## src/rtl/spi_testgen_pkg.sv

```systemverilog
// rtl/spi_testgen_pkg.sv - shared FSM states and default parameters for the SPI pattern generator
package spi_testgen_pkg;
    localparam int DEF_DIV    = 100;
    localparam int DEF_WORD_W = 16;
    localparam int DEF_N_TX   = 16;
    localparam int DEF_N_RX   = 4;
    localparam int DEF_LEAD   = 4;
    localparam int DEF_GAP    = 10;

    typedef enum logic [2:0] {
        ST_IDLE  = 3'd0,
        ST_LEAD  = 3'd1,
        ST_TX    = 3'd2,
        ST_GAP   = 3'd3,
        ST_RX    = 3'd4,
        ST_CHECK = 3'd5,
        ST_DONE  = 3'd6
    } state_e;

    function automatic int max2(input int a, input int b);
        return (a > b) ? a : b;
    endfunction
endpackage

```

## src/rtl/spi_clkdiv.sv

```systemverilog
// rtl/spi_clkdiv.sv - spi_clk level plus one-cycle rise/fall strobes, held low while disabled
module spi_clkdiv #(
    parameter int DIV = 100
) (
    input  logic clk_i,
    input  logic rst_i,
    input  logic en_i,
    output logic clk_o,
    output logic rise_o,
    output logic fall_o
);
    localparam int CW = (DIV > 1) ? $clog2(DIV) : 1;
    localparam logic [CW-1:0] LAST = CW'(DIV - 1);

    logic [CW-1:0] cnt_q, cnt_d;
    logic          lvl_q, lvl_d;
    logic          tick;

    // Strobes fire in the cycle before the level flips, so they mark the edge itself.
    assign tick   = en_i && (cnt_q == LAST);
    assign rise_o = tick & ~lvl_q;
    assign fall_o = tick & lvl_q;
    assign clk_o  = lvl_q;

    always_comb begin
        cnt_d = cnt_q;
        lvl_d = lvl_q;
        if (!en_i) begin
            cnt_d = '0;
            lvl_d = 1'b0;
        end else if (tick) begin
            cnt_d = '0;
            lvl_d = ~lvl_q;
        end else begin
            cnt_d = cnt_q + 1'b1;
        end
    end

    always_ff @(posedge clk_i or posedge rst_i) begin
        if (rst_i) begin
            cnt_q <= '0;
            lvl_q <= 1'b0;
        end else begin
            cnt_q <= cnt_d;
            lvl_q <= lvl_d;
        end
    end
endmodule

```

## src/rtl/spi_testgen_param.sv

```systemverilog
// rtl/spi_testgen_param.sv - SPI pattern generator: shifts out TX words, reads back and checks RX words
module spi_testgen_param
    import spi_testgen_pkg::*;
#(
    parameter int DIV    = DEF_DIV,
    parameter int WORD_W = DEF_WORD_W,
    parameter int N_TX   = DEF_N_TX,
    parameter int N_RX   = DEF_N_RX,
    parameter int LEAD   = DEF_LEAD,
    parameter int GAP    = DEF_GAP
) (
    input  logic                         sys_clk,
    input  logic                         rst,
    input  logic                         start,
    input  logic                         pat_we,
    input  logic [$clog2(N_TX+N_RX)-1:0] pat_addr,
    input  logic [WORD_W-1:0]            pat_wdata,
    input  logic                         spi_out,
    output logic                         spi_in,
    output logic                         spi_clk_out,
    output logic                         spi_en,
    output logic                         busy,
    output logic                         done,
    output logic                         led,
    output logic [$clog2(N_RX+1)-1:0]    err_cnt
);
    localparam int AW = $clog2(N_TX + N_RX);
    localparam int EW = $clog2(N_RX + 1);
    localparam int BW = (WORD_W > 1) ? $clog2(WORD_W) : 1;
    localparam int WW = $clog2(max2(N_TX, N_RX) + 1);
    localparam int CW = $clog2(max2(LEAD, GAP) + 1);
    localparam logic [BW-1:0] BIT_LAST = BW'(WORD_W - 1);
    localparam logic [WW-1:0] NTX_C    = WW'(N_TX);
    localparam logic [WW-1:0] NRX_C    = WW'(N_RX);
    localparam logic [CW-1:0] LEAD_C   = CW'(LEAD);
    localparam logic [CW-1:0] GAP_C    = CW'(GAP);
    localparam logic [EW-1:0] ERR_MAX  = EW'(N_RX);
    localparam logic [AW-1:0] RX_BASE  = AW'(N_TX);

    logic [WORD_W-1:0] pat_q [2**AW];

    state_e            state_q, state_d;
    logic [CW-1:0]     cnt_q, cnt_d;
    logic [BW-1:0]     bit_q, bit_d;
    logic [WW-1:0]     word_q, word_d;
    logic [WORD_W-1:0] tx_sh_q, tx_sh_d, rx_sh_q, rx_sh_d;
    logic              spi_in_q, spi_in_d, led_q, led_d, done_q, done_d;
    logic [EW-1:0]     err_q, err_d;
    logic              clk_lvl, clk_rise, clk_fall, tx_step;
    logic [AW-1:0]     tx_addr, rx_addr;
    logic [WORD_W-1:0] rx_word;

    spi_clkdiv #(.DIV(DIV)) u_clkdiv (
        .clk_i  (sys_clk),
        .rst_i  (rst),
        .en_i   (busy),
        .clk_o  (clk_lvl),
        .rise_o (clk_rise),
        .fall_o (clk_fall)
    );

    assign busy        = (state_q != ST_IDLE);
    assign spi_en      = !(state_q == ST_TX || state_q == ST_RX);
    assign spi_clk_out = clk_lvl & ~spi_en;
    assign spi_in      = spi_in_q;
    assign done        = done_q;
    assign led         = led_q;
    assign err_cnt     = err_q;
    assign tx_addr     = (word_q < NTX_C) ? AW'(word_q) : '0;
    assign rx_addr     = (word_q < NRX_C) ? RX_BASE + AW'(word_q) : RX_BASE;
    assign rx_word     = {rx_sh_q[WORD_W-2:0], spi_out};

    // Pattern memory survives reset so a board can be re-run without reloading.
    always_ff @(posedge sys_clk) begin
        if (pat_we && !busy) pat_q[pat_addr] <= pat_wdata;
    end

    // TX and RX windows open and close on falling edges so every rising edge the
    // target sees while enabled carries a settled bit.
    always_comb begin
        state_d  = state_q;
        cnt_d    = cnt_q;
        bit_d    = bit_q;
        word_d   = word_q;
        tx_sh_d  = tx_sh_q;
        rx_sh_d  = rx_sh_q;
        spi_in_d = spi_in_q;
        err_d    = err_q;
        led_d    = led_q;
        done_d   = 1'b0;
        tx_step  = 1'b0;
        case (state_q)
            ST_IDLE: if (start) begin
                state_d = ST_LEAD;
                err_d   = '0;
                cnt_d   = '0;
                bit_d   = '0;
                word_d  = '0;
            end
            ST_LEAD: begin
                if (clk_rise) cnt_d = cnt_q + 1'b1;
                if (clk_fall && cnt_q == LEAD_C) begin
                    state_d = ST_TX;
                    cnt_d   = '0;
                    tx_step = 1'b1;
                end
            end
            ST_TX: if (clk_fall) begin
                if (word_q == NTX_C) begin
                    state_d  = ST_GAP;
                    spi_in_d = 1'b0;
                    bit_d    = '0;
                    word_d   = '0;
                end else begin
                    tx_step = 1'b1;
                end
            end
            ST_GAP: begin
                if (clk_rise) cnt_d = cnt_q + 1'b1;
                if (clk_fall && cnt_q == GAP_C) begin
                    state_d = ST_RX;
                    cnt_d   = '0;
                end
            end
            ST_RX: begin
                if (clk_rise) begin
                    rx_sh_d = rx_word;
                    if (bit_q == BIT_LAST) begin
                        bit_d  = '0;
                        word_d = word_q + 1'b1;
                        if (rx_word != pat_q[rx_addr] && err_q != ERR_MAX) err_d = err_q + 1'b1;
                    end else begin
                        bit_d = bit_q + 1'b1;
                    end
                end
                if (clk_fall && word_q == NRX_C) begin
                    state_d = ST_CHECK;
                    bit_d   = '0;
                    word_d  = '0;
                end
            end
            ST_CHECK: begin
                led_d   = (err_q == '0);
                done_d  = 1'b1;
                state_d = ST_DONE;
            end
            ST_DONE: state_d = ST_IDLE;
            default: state_d = ST_IDLE;
        endcase

        if (tx_step) begin
            if (bit_q == '0) begin
                spi_in_d = pat_q[tx_addr][WORD_W-1];
                tx_sh_d  = pat_q[tx_addr] << 1;
            end else begin
                spi_in_d = tx_sh_q[WORD_W-1];
                tx_sh_d  = tx_sh_q << 1;
            end
            if (bit_q == BIT_LAST) begin
                bit_d  = '0;
                word_d = word_q + 1'b1;
            end else begin
                bit_d = bit_q + 1'b1;
            end
        end
    end

    always_ff @(posedge sys_clk or posedge rst) begin
        if (rst) begin
            state_q  <= ST_IDLE;
            cnt_q    <= '0;
            bit_q    <= '0;
            word_q   <= '0;
            tx_sh_q  <= '0;
            rx_sh_q  <= '0;
            spi_in_q <= 1'b0;
            err_q    <= '0;
            led_q    <= 1'b0;
            done_q   <= 1'b0;
        end else begin
            state_q  <= state_d;
            cnt_q    <= cnt_d;
            bit_q    <= bit_d;
            word_q   <= word_d;
            tx_sh_q  <= tx_sh_d;
            rx_sh_q  <= rx_sh_d;
            spi_in_q <= spi_in_d;
            err_q    <= err_d;
            led_q    <= led_d;
            done_q   <= done_d;
        end
    end
endmodule

```

## config.mk

```make
export PLATFORM = sky130hd
export DESIGN_NAME = spi_testgen_param
export DESIGN_NICKNAME = d
export VERILOG_FILES = /design/src/rtl/spi_testgen_pkg.sv /design/src/rtl/spi_clkdiv.sv /design/src/rtl/spi_testgen_param.sv
export SDC_FILE = /design/constraint.sdc
export NUM_CORES = 1
export LEC_CHECK = 0
export ABC_AREA = 1
export BUFFER_PORTS_ARGS = -buffer_cell sky130_fd_sc_hd__buf_2
export CAP_MARGIN = 20
export CORE_MARGIN = 2
export CORE_UTILIZATION = 40
export DETAILED_ROUTE_END_ITERATION = 10
export SYNTH_ARGS = -nofsm -noshare
export SYNTH_HDL_FRONTEND = slang
export SYNTH_SLANG_ARGS = --single-unit
```

## constraint.sdc

```tcl
create_clock -name sys_clk -period 2.5 [get_ports sys_clk]
set_clock_uncertainty 0.05 [all_clocks]
set_input_delay 0.375 -clock sys_clk [delete_from_list [all_inputs] [get_ports sys_clk]]
set_output_delay 0.375 -clock sys_clk [all_outputs]
set_load 0.02 [all_outputs]
```

==> summary.md <==
| Metric | Value |
|---|---|
| Residual DRC | 0 |
| Simple-gate portion of the synthesized area | 0.159 |
| Number of diodes | 0 |
| Initial antenna violation count | 1 |
| Status | complete, no violations |
| Mux share of post-synthesis cell area | 0 |
| Die height | ~200 um |
| Layout cell share with drive strength beyond 1 | 0.169 |
| DR pass1 iterations | 5 |
| Async set or reset register ratio after synthesis | 0.158 |
| Max-slew headroom | 0.476 |
| Core footprint | roughly 40000 um^2 |
| RSZ-0062 raised after global routing | yes |
| Die footprint | around 42000 um^2 |
| Aggregate global-route resource usage | 0.184 |
| First-pass GRT wire length | between 50 and 60 mm |
| Commonest non-fill, non-tap cell in the layout | edfxtp_1 |
| Via-to-Cell Ratio | ~5.3 |
| WL/cell | 19.1 um |
| Hold Path Class | input port to flip-flop |
| Worst-margin pin slew | roughly 0.79 ns |
| Unique masters post-synth | 50 |
| Final nets | between 1000 and 1500 |
| Fin. max-slew vios | 0 |
| Max cap viols | 0 |
| Iter 0 DRT Violations | 861 |
| Critical path peak fanout | 7 |
| Required time worst endpoint | roughly 2.1 ns |
| Ports | 35 |
| Most used DFF post-synth | edfxtp_1 |
| Post-synthesis compound-gate area fraction | 0.104 |
| Reg2reg start | word_q[4]$_DFF_PP0_ |
| Setup TNS | 0 ns |
| Most frequent cells in the layout | edfxtp_1, nand2_1, nor2_1, nand3_1, o21ai_0 |
| Clk sinks | 380 |
| H-tree depth | 2 |
| Final hold vios | 0 |
| Leakage power | 6.53 nW |
| Seq/Total Area, Yosys | 0.687 |
| Final Cycle Share | 0.945 |
| VDD IR max | between 0.6 and 0.7 mV |
| Synthesized Nets | approximately 1400 |
| Largest net degree at the start of global routing | 69 |
| Hpwl dp | ~23 mm |
| P&R area growth vs syn | 16.0% |
| F_max | between 400 and 500 MHz |
| CTS Buf Count | 40 |
| # rows | between 70 and 80 |
| CTS Buffer Depth | 3 |
| Flops & latches, synth | 380 |
| Crit Path Class | flip-flop to output pin |
| Vias in the first global route | ~10000 |
| Pwr dens | ~760 nW/um^2 |
| Routed WL | roughly 38 mm |
| Design Power | about 14 mW |
| Hold WS | between 0.1 and 0.15 ns |
| # port buffers | 34 |
| Post-layout minimum cycle time | about 2.4 ns |
| TritonCTS clock tree | yes |
| Syn Inst Count | 1354 |
| Synth Area in XOR/XNOR | 0.00271 |
| Syn avg cell area | 11.9 um^2 |
| CTS clk-pin slew, worst paths | 0.06 ns |
| EDFF count, synth | 320 |
| Crit path launch | state_q[1]$_DFFE_PP0P_ |
| Largest family of logic cells by synthesized area | simple AND/OR/NAND/NOR gates |
| Detailed-route via count | 10517 |
| Post-route insts no fill | around 2000 |
| Clock root buffer | clkbuf_16 |
| Die Width | 205 um |
| Skew-Pair Late Insertion Delay | 0.55 ns |
| Starting density of the core | 0.406 |
| Setup violators final | 0 |
| Critical Path AT | ~1.9 ns |
| Setup crit end kind | output pin |
| Worst hold start | spi_out |
| Synth Cell Area | approximately 16000 um^2 |
| Gpl congestion | approximately 0.81 |
| Yosys Warn Count | 0 |
| Critical Path Source Type | flip-flop |
| Placed cells | roughly 1900 |
| Remaining global-route overflow | 0 |
| Post-DRT Antenna Nets | 0 |
| Synth Area in Adders | 0.00774 |
[worst paths after layout]
path,cells after the start,slack [ns],to
max,6,0.14,spi_clk_out
min,3,0.11,rx_sh_q[0]$_DFFE_PP0P_
max reg2reg,10,0.18,tx_sh_q[13]$_DFFE_PP0P_
min reg2reg,1,0.41,u_clkdiv.cnt_q[0]$_DFF_PP0_
max in group asynchronous,4,1.45,u_clkdiv.cnt_q[2]$_DFF_PP0_
min in group asynchronous,3,0.35,rx_sh_q[10]$_DFFE_PP0P_
[routing by layer]
layer | share of wire | up-vias | routed length (um) | track usage
met5 | 0 | - | 0 | 0
met1 | 0.45 | 5183 | 16900 | 0.258
li1 | - | 4990 | - | -
met3 | 0.053 | 50 | 1990 | 0.0290
met2 | 0.48 | 294 | 18100 | 0.301
met4 | 0.017 | 0 | 626 | 0.0439
[cells by family (layout without fill, tap and decap cells)]
group / Yosys count / after routing
xor+xnor: 5 / 5
flops: 380 / 380
fa+ha+maj: 10 / 10
simple gates: 566 / 566
buf+inv: 137 / 226
compound gates: 256 / 256
[cell usage after synthesis, drive strengths merged (3+ instances only)]
| cell | number | share of area |
|---|---|---|
| o211ai | 67 | 0.031 |
| nand3 | 110 | 0.035 |
| a32oi | 4 | 0.0022 |
| or2 | 49 | 0.019 |
| nor2 | 173 | 0.044 |
| o21bai | 4 | 0.0019 |
| buf | 34 | 0.015 |
| ha | 10 | 0.0077 |
| nand2 | 219 | 0.054 |
| o32ai | 4 | 0.0022 |
| o311ai | 4 | 0.0022 |
| o21ai | 99 | 0.031 |
| a21oi | 19 | 0.0059 |
| nor3 | 7 | 0.0025 |
| inv | 69 | 0.017 |
| o31ai | 29 | 0.013 |
| clkbuf | 34 | 0.0079 |
| edfxtp | 320 | 0.59 |
| xnor2 | 3 | 0.0016 |
| dfrtp | 60 | 0.093 |
| o221ai | 20 | 0.011 |
[metrics by stage]
stage / utilization / cell area [um^2] / setup WS, ns
final: 0.471 / 18700 / 0.137
after global routing: 0.471 / 18700 / -0.00140
after CTS: 0.470 / 18700 / 0.145
after detailed placement: 0.436 / 17400 / 0.158
after global placement: 0.436 / 17400 / 0.123
after floorplan: - / 16200 / 0.202
[final cells by class]
cell class / instances / area (um^2)
sequential: 380 / 11100
tap: 525 / 657
timing repair buffer: 85 / 893
multi-input combinational: 837 / 4480
clock inverter: 25 / 300
inverter: 69 / 272
clock buffer: 47 / 1040
fill: 3562 / 21100
[timing repair]
item                                    4_1_cts  5_1_grt
hold buffers                                  1        0
resized for setup                             0        4
endpoints found under the setup margin        0        9
setup buffers                                 0        1
endpoints found under the hold margin        18        0
[sequential cells by signal (all words and copies together) (netlist names)]
register / cells
led: 1
word_q: 5
done: 1
u_clkdiv.cnt_q: 7
state_q: 3
u_clkdiv.clk_o: 1
pat_q: 320
cnt_q: 4
tx_sh_q: 15
bit_q: 4
rx_sh_q: 15
spi_in: 1
err_cnt: 3
[critical path, cell delays in order (launching register included)]
cell     delay (ns)
dfrtp_1        0.45
nor2_1         0.14
inv_2          0.08
nor2_1         0.29
nor2_1         0.17
nor2_1         0.11
buf_2          0.17
[report_power, final]
part	internal (mW)	switching, mW	leakage, nW	total [mW]
clock	3.61	2.46	0.656	6.06
sequential	7.01	0.0903	3.69	7.10
combinational	0.337	0.837	2.17	1.17
total	11.0	3.38	6.53	14.3
No activity file was read; power rests on OpenSTA's default activity.
